File: src/rtl/ctrl_pkg.sv
// Shared encodings for the multi-cycle control FSM:
// states, opcode constants, pc_op and trap_cause codes.
package ctrl_pkg;

  typedef enum logic [2:0] {
    S_FETCH     = 3'd0,
    S_DECODE    = 3'd1,
    S_EXECUTE   = 3'd2,
    S_MEM_WAIT  = 3'd3,
    S_WRITEBACK = 3'd4,
    S_TRAP      = 3'd5
  } state_t;

  localparam logic [3:0] OP_LOAD   = 4'b0110;
  localparam logic [3:0] OP_STORE  = 4'b0111;
  localparam logic [3:0] OP_LDI    = 4'b1000;
  localparam logic [3:0] OP_BRANCH = 4'b1101;
  localparam logic [3:0] OP_JUMP   = 4'b1110;
  localparam logic [3:0] OP_ILL    = 4'b1111;

  localparam logic [1:0] PC_CLR  = 2'b00;
  localparam logic [1:0] PC_LOAD = 2'b01;
  localparam logic [1:0] PC_INC  = 2'b10;
  localparam logic [1:0] PC_HOLD = 2'b11;

  localparam logic [1:0] TC_NONE = 2'b00;
  localparam logic [1:0] TC_ILL  = 2'b01;
  localparam logic [1:0] TC_TMO  = 2'b10;

  typedef struct packed {
    logic alu;
    logic load;
    logic store;
    logic ldi;
    logic branch;
    logic jump;
  } op_cls_t;

endpackage

File: src/rtl/op_classify.sv
// Opcode classifier: one-hot instruction class plus illegal flag.
// Any set bit above bit 3 makes the opcode illegal.
module op_classify
  import ctrl_pkg::*;
#(
  parameter int OPW = 4
) (
  input  logic [OPW-1:0] opcode,
  output op_cls_t        cls,
  output logic           illegal
);

  logic       upper;
  logic [3:0] lo;

  if (OPW > 4) begin : g_hi
    assign upper = |opcode[OPW-1:4];
  end else begin : g_lo
    assign upper = 1'b0;
  end

  assign lo = opcode[3:0];

  always_comb begin
    cls     = '0;
    illegal = upper || (lo == OP_ILL);
    if (!illegal) begin
      unique case (lo)
        OP_LOAD:   cls.load   = 1'b1;
        OP_STORE:  cls.store  = 1'b1;
        OP_LDI:    cls.ldi    = 1'b1;
        OP_BRANCH: cls.branch = 1'b1;
        OP_JUMP:   cls.jump   = 1'b1;
        default:   cls.alu    = 1'b1;
      endcase
    end
  end

endmodule

File: src/rtl/mc_control_fsm.sv
// Multi-cycle processor control FSM with memory-wait timeout
// and illegal-opcode trap handling.
module mc_control_fsm
  import ctrl_pkg::*;
#(
  parameter int OPW      = 4,
  parameter int WAIT_MAX = 15
) (
  input  logic           clk,
  input  logic           reset,
  input  logic [OPW-1:0] opcode,
  input  logic           flag,
  input  logic           mem_ready,
  input  logic           trap_clr,
  output logic           inst_wr,
  output logic           en_reg,
  output logic           regD_wr,
  output logic           imm_en,
  output logic           adrs_ctrl,
  output logic           mem_rd,
  output logic           mem_wr,
  output logic [1:0]     pc_op,
  output logic           trap,
  output logic [1:0]     trap_cause,
  output logic [2:0]     state_o
);

  localparam int CW = $clog2(WAIT_MAX + 1);

  state_t         state;
  logic [OPW-1:0] op_q;
  logic [CW-1:0]  cnt;
  logic [1:0]     cause_q;
  op_cls_t        cls;
  logic           illegal;
  logic           cnt_max;
  logic           is_mem;

  op_classify #(.OPW(OPW)) u_cls (
    .opcode  (op_q),
    .cls     (cls),
    .illegal (illegal)
  );

  assign cnt_max = (cnt == CW'(WAIT_MAX));
  assign is_mem  = cls.load | cls.store;

  always_ff @(posedge clk or posedge reset) begin
    if (reset) begin
      state   <= S_FETCH;
      op_q    <= '0;
      cnt     <= '0;
      cause_q <= TC_NONE;
    end else begin
      unique case (state)
        S_FETCH: begin
          if (mem_ready) begin
            op_q  <= opcode;
            cnt   <= '0;
            state <= S_DECODE;
          end else if (cnt_max) begin
            cause_q <= TC_TMO;
            state   <= S_TRAP;
          end else begin
            cnt <= cnt + CW'(1);
          end
        end
        S_DECODE: begin
          if (illegal) begin
            cause_q <= TC_ILL;
            state   <= S_TRAP;
          end else begin
            state <= S_EXECUTE;
          end
        end
        S_EXECUTE: begin
          cnt   <= '0;
          state <= is_mem ? S_MEM_WAIT : S_WRITEBACK;
        end
        S_MEM_WAIT: begin
          // a completing access beats a timeout on the same cycle
          if (mem_ready) begin
            state <= S_WRITEBACK;
          end else if (cnt_max) begin
            cause_q <= TC_TMO;
            state   <= S_TRAP;
          end else begin
            cnt <= cnt + CW'(1);
          end
        end
        S_WRITEBACK: begin
          cnt   <= '0;
          state <= S_FETCH;
        end
        S_TRAP: begin
          if (trap_clr) begin
            cnt     <= '0;
            cause_q <= TC_NONE;
            state   <= S_FETCH;
          end
        end
        default: state <= S_FETCH;
      endcase
    end
  end

  always_comb begin
    inst_wr   = 1'b0;
    en_reg    = 1'b0;
    regD_wr   = 1'b0;
    imm_en    = 1'b0;
    adrs_ctrl = 1'b0;
    mem_rd    = 1'b0;
    mem_wr    = 1'b0;
    pc_op     = PC_HOLD;
    trap      = 1'b0;
    unique case (state)
      S_FETCH: begin
        inst_wr   = 1'b1;
        adrs_ctrl = 1'b1;
        mem_rd    = 1'b1;
      end
      S_DECODE: begin
        en_reg    = 1'b1;
        imm_en    = is_mem;
        adrs_ctrl = !is_mem;
      end
      S_EXECUTE: begin
        unique case (1'b1)
          cls.alu: begin
            en_reg    = 1'b1;
            adrs_ctrl = 1'b1;
          end
          cls.ldi:   imm_en = 1'b1;
          cls.load:  imm_en = 1'b1;
          cls.store: imm_en = 1'b1;
          cls.branch: begin
            if (!flag) begin
              pc_op  = PC_LOAD;
              imm_en = 1'b1;
            end
          end
          cls.jump: begin
            pc_op  = PC_LOAD;
            imm_en = 1'b1;
          end
          default: ;
        endcase
      end
      S_MEM_WAIT: begin
        imm_en = 1'b1;
        mem_rd = cls.load;
        mem_wr = cls.store;
      end
      S_WRITEBACK: begin
        en_reg  = 1'b1;
        regD_wr = cls.alu | cls.ldi | cls.load;
        pc_op   = (cls.branch | cls.jump) ? PC_HOLD : PC_INC;
      end
      S_TRAP: begin
        trap = 1'b1;
        if (trap_clr) pc_op = PC_CLR;
      end
      default: ;
    endcase
    if (reset) pc_op = PC_CLR;
  end

  assign trap_cause = cause_q;
  assign state_o    = state;

endmodule

File: config.mk
export PLATFORM = sky130hd
export DESIGN_NAME = mc_control_fsm
export DESIGN_NICKNAME = d
export VERILOG_FILES = /design/src/rtl/ctrl_pkg.sv /design/src/rtl/op_classify.sv /design/src/rtl/mc_control_fsm.sv
export SDC_FILE = /design/constraint.sdc
export NUM_CORES = 1
export LEC_CHECK = 0
export CAP_MARGIN = 30
export CORE_UTILIZATION = 40
export DETAILED_ROUTE_END_ITERATION = 6
export HOLD_SLACK_MARGIN = 0.12
export PLACE_DENSITY = 0.66
export SETUP_SLACK_MARGIN = 0.02
export SLEW_MARGIN = 20
export SYNTH_ARGS = -nofsm -noshare
export SYNTH_HDL_FRONTEND = slang
export SYNTH_SLANG_ARGS = --single-unit
File: constraint.sdc
create_clock -name clk -period 2.22 [get_ports clk]
set_input_delay 0.666 -clock clk [delete_from_list [all_inputs] [get_ports clk]]
set_output_delay 0.666 -clock clk [all_outputs]
set_load 0.05 [all_outputs]
==> impl_metrics.py, run 1 <==
metrics = {
    "critical_path": {
        "r2r_setup_slack_ps": 450,
        "critical_path_buf_inv_count": 1,
        "reg2reg_depth": 5,
        "cp_data_arrival_time_ps": 1680,
        "critPathKind": "reg2out",
        "worst_setup_path_end_kind": "primary output",
        "critPathMaxFanout": 7,
        "critPathRequiredTime_ps": 1550,
        "regToRegStartpoint": "state_o[1]$_DFFE_PP0N_",
        "path_delay_family": "compound AO/OA/AOI/OAI gates",
        "worstPathCellList": "o311ai_2, a21boi_2, a2111oi_4, buf_12",
        "r2r-end": "op_q[2]$_DFFE_PP0P_",
        "critPathSlowestCell": "dfrtp_2",
        "slowest_delay_ps": 460,
        "crit_path_start_kind": "flip-flop",
    },
    "grt": {
        "grt_pass1_wl_mm": 5.195,
        "grt_pass1_vias": 1103,
        "grt_overflow": 0,
        "grt_usage": 0.2542,
        "antenna_found_initial": 0,
        "grt_max_degree": 18,
    },
    "power": {
        "peakVddDrop_uv": 1183,
        "totalPowerFinal_mw": 2.759,
        "p_per_area_nw_per_um2": 1598,
        "p_leak_nw": 0.7247,
    },
    "cells_and_area": {
        "area_delta_synth_final_pct": 64.87,
        "drive_gt1_frac": 0.5509,
        "nNetsFinal": 178,
        "stdcell_count": 197,
        "antennaDiodeCount": 0,
        "final_common_cell": "buf_4",
        "final_cell_mix": "buf_4 (25), buf_12 (11), clkdlybuf4s50_1 (8)",
        "fillers": 185,
    },
    "sta": {
        "timing.fmax_mhz": 426.1,
        "setup_slack_ps": -126.9,
        "finalHoldViolCount": 0,
        "slew_violations": 0,
        "post-route-period-util": 1.057,
        "fin_skew_ps": 14.46,
        "min_period_ps": 2347,
        "finalSetupViolations": 6,
        "timing.slew.headroom": 0.6752,
        "worst_pin_slew_ps": 485.7,
        "rsz0062_at_grt": "yes",
    },
    "yosys": {
        "syn_nets": 134,
        "avgSynthCellArea_um2": 8.446,
        "synthFlopType": "dfrtp_1",
        "syn-cell-area_um2": 1047,
        "synth-seq-cells": 13,
        "ys_types": 53,
        "ys.warnings.count": 0,
        "synthArstFlopShare": 1.000,
        "seq_area_frac_synth": 0.3106,
        "synth-edff-count": 0,
        "syn_inst": 124,
    },
    "place": {
        "hpwl_mm": 2.077,
        "place_ws_ps": -426.1,
        "place_inst": 180,
        "portBuffers": 23,
        "gp_congestion": 0.9148,
    },
    "cts": {
        "path_clk_slew_ps": 70,
        "cts_root_buf": "clkbuf_4",
        "cts-buffers-inserted": 3,
        "cts.sinks": 13,
        "cts_tree": "yes",
        "clock_latency_ps": 290,
        "ctsHoldBuffers": 0,
        "htreeDepth": 1,
        "ctsLongestPathBuffers": 2,
    },
    "detailed_routing": {
        "via_per_inst": 5.746,
        "drt-wirelength-per-cell_um": 15.96,
        "via_count": 1132,
        "first_pass_iters": 4,
        "first_iter_violations": 35,
        "antenna_left": 0,
        "drt_wl_total_mm": 3.144,
        "drc": 0,
    },
    "die": {
        "start_util": 0.4227,
        "die_y_um": 53.17,
        "placementRows": 18,
        "die_area_um2": 2827,
        "die_w_um": 53.17,
        "io-pin-count": 24,
        "core_um2": 2477,
    },
    "run_status": {
        "violations": "negative setup slack",
        "status": "finished, violations left",
    },
    "worst_hold_path": {
        "hold_path_depth": 1,
        "min-delay-start": "cnt[0]$_DFFE_PP0P_",
        "min_path_type": "reg2reg",
        "hold_path_end": "cnt[0]$_DFFE_PP0P_",
    },
    "job": {
        "cap_violations": 0,
    },
}
where the power goes:
part | internal [mW] | switching (mW) | total (mW) | leakage (nW)
clock | 0.0698 | 0.0833 | 0.153 | 0.0150
combinational | 0.998 | 1.10 | 2.10 | 0.553
sequential | 0.341 | 0.166 | 0.507 | 0.156
total | 1.41 | 1.35 | 2.76 | 0.725
final cells by class:
cell class / instances / area, um^2 / area share
Clock buffer: 4 / 26.28 / 0.01522
Inverter: 5 / 21.27 / 0.01232
Timing Repair Buffer: 50 / 546.8 / 0.3167
Multi-Input combinational cell: 95 / 760.7 / 0.4406
Sequential cell: 13 / 334.1 / 0.1935
Tap cell: 30 / 37.54 / 0.02174
per-layer routing:
| layer | vias up | GRT usage | wire length [um] |
|---|---|---|---|
| met4 | 0 | 0.03070 | 8 |
| met1 | 559 | 0.3164 | 1353 |
| met2 | 30 | 0.4515 | 1657 |
| li1 | 541 | - | - |
| met3 | 2 | 0.06034 | 125 |
| met5 | - | 0 | 0 |
kinds of logic after synthesis:
family	synth area share
DFF	0.3106
muxes	0.06332
xor gates and xnor gates	0.01673
and+or+nand+nor	0.2390
adders and majority gates	0.02150
AOI/OAI and AO/OA	0.2641
buffers and inverters	0.08481
registers in the layout, indices dropped and copies added, names as in the netlist:
| signal | cells |
|---|---|
| cnt | 4 |
| state_o | 3 |
| trap_cause | 2 |
| op_q | 4 |
cell usage after synthesis, drive strengths merged, types with 3 or more instances:
cell | number | area [um^2]
nand2b | 4 | 25.02
o21ai | 7 | 35.03
nor2b | 3 | 18.77
dfrtp | 13 | 325.3
nor2 | 10 | 37.54
and2 | 3 | 20.02
mux2 | 5 | 56.30
or2 | 3 | 21.27
buf | 9 | 58.80
nand3 | 3 | 15.01
a21oi | 11 | 62.56
inv | 5 | 21.27
nand2 | 10 | 37.54
worst max-delay path by stage:
stage / startpoint / endpoint / slack, ps / cells after the start
floorplan: state_o[1]$_DFFE_PP0N_ / imm_en / -110 / 4
global placement: flag / imm_en / -360 / 6
detailed placement: flag / imm_en / -430 / 6
CTS: op_q[1]$_DFFE_PP0P_ / imm_en / -120 / 4
global route: op_q[2]$_DFFE_PP0P_ / imm_en / -190 / 5
finish: op_q[1]$_DFFE_PP0P_ / imm_en / -130 / 4
stage by stage:
step	hold WS [ps]	util	TNS (ps)	area, um^2
global route	570.6	0.6970	-820.6	1727
floorplan	489.4	-	-105.9	1111
finish	543.4	0.6970	-373.1	1727
global placement	511.2	0.6101	-736.6	1511
CTS	541.0	0.6899	-352.5	1709
detailed placement	528.4	0.6101	-844.4	1511
timing repair:
action,CTS,global route
pin swaps,9,4
gates resized for setup,32,5
endpoints found under the setup margin,9,8
setup buffers,12,1
worst register-to-register path, stage by stage, from the launching register on:
cell	delay, ps
dfrtp_2	470
buf_4	180
or2_4	250
nor2_2	150
and2_2	240
mux2_2	350
Power figures use the tool's default switching activity.
==> run 2: changes to the inputs <==
--- a/config.mk
+++ b/config.mk
@@ -8,10 +8,11 @@
 export CAP_MARGIN = 30
 export CORE_UTILIZATION = 40
 export DETAILED_ROUTE_END_ITERATION = 6
+export GPL_ROUTABILITY_DRIVEN = 0
 export HOLD_SLACK_MARGIN = 0.12
 export PLACE_DENSITY = 0.66
 export SETUP_SLACK_MARGIN = 0.02
-export SLEW_MARGIN = 20
+export SLEW_MARGIN = 40
 export SYNTH_ARGS = -nofsm -noshare
 export SYNTH_HDL_FRONTEND = slang
 export SYNTH_SLANG_ARGS = --single-unit
==> results of run 2 <==
No change in the layout: final DEF, timing and power equal those of run 1.
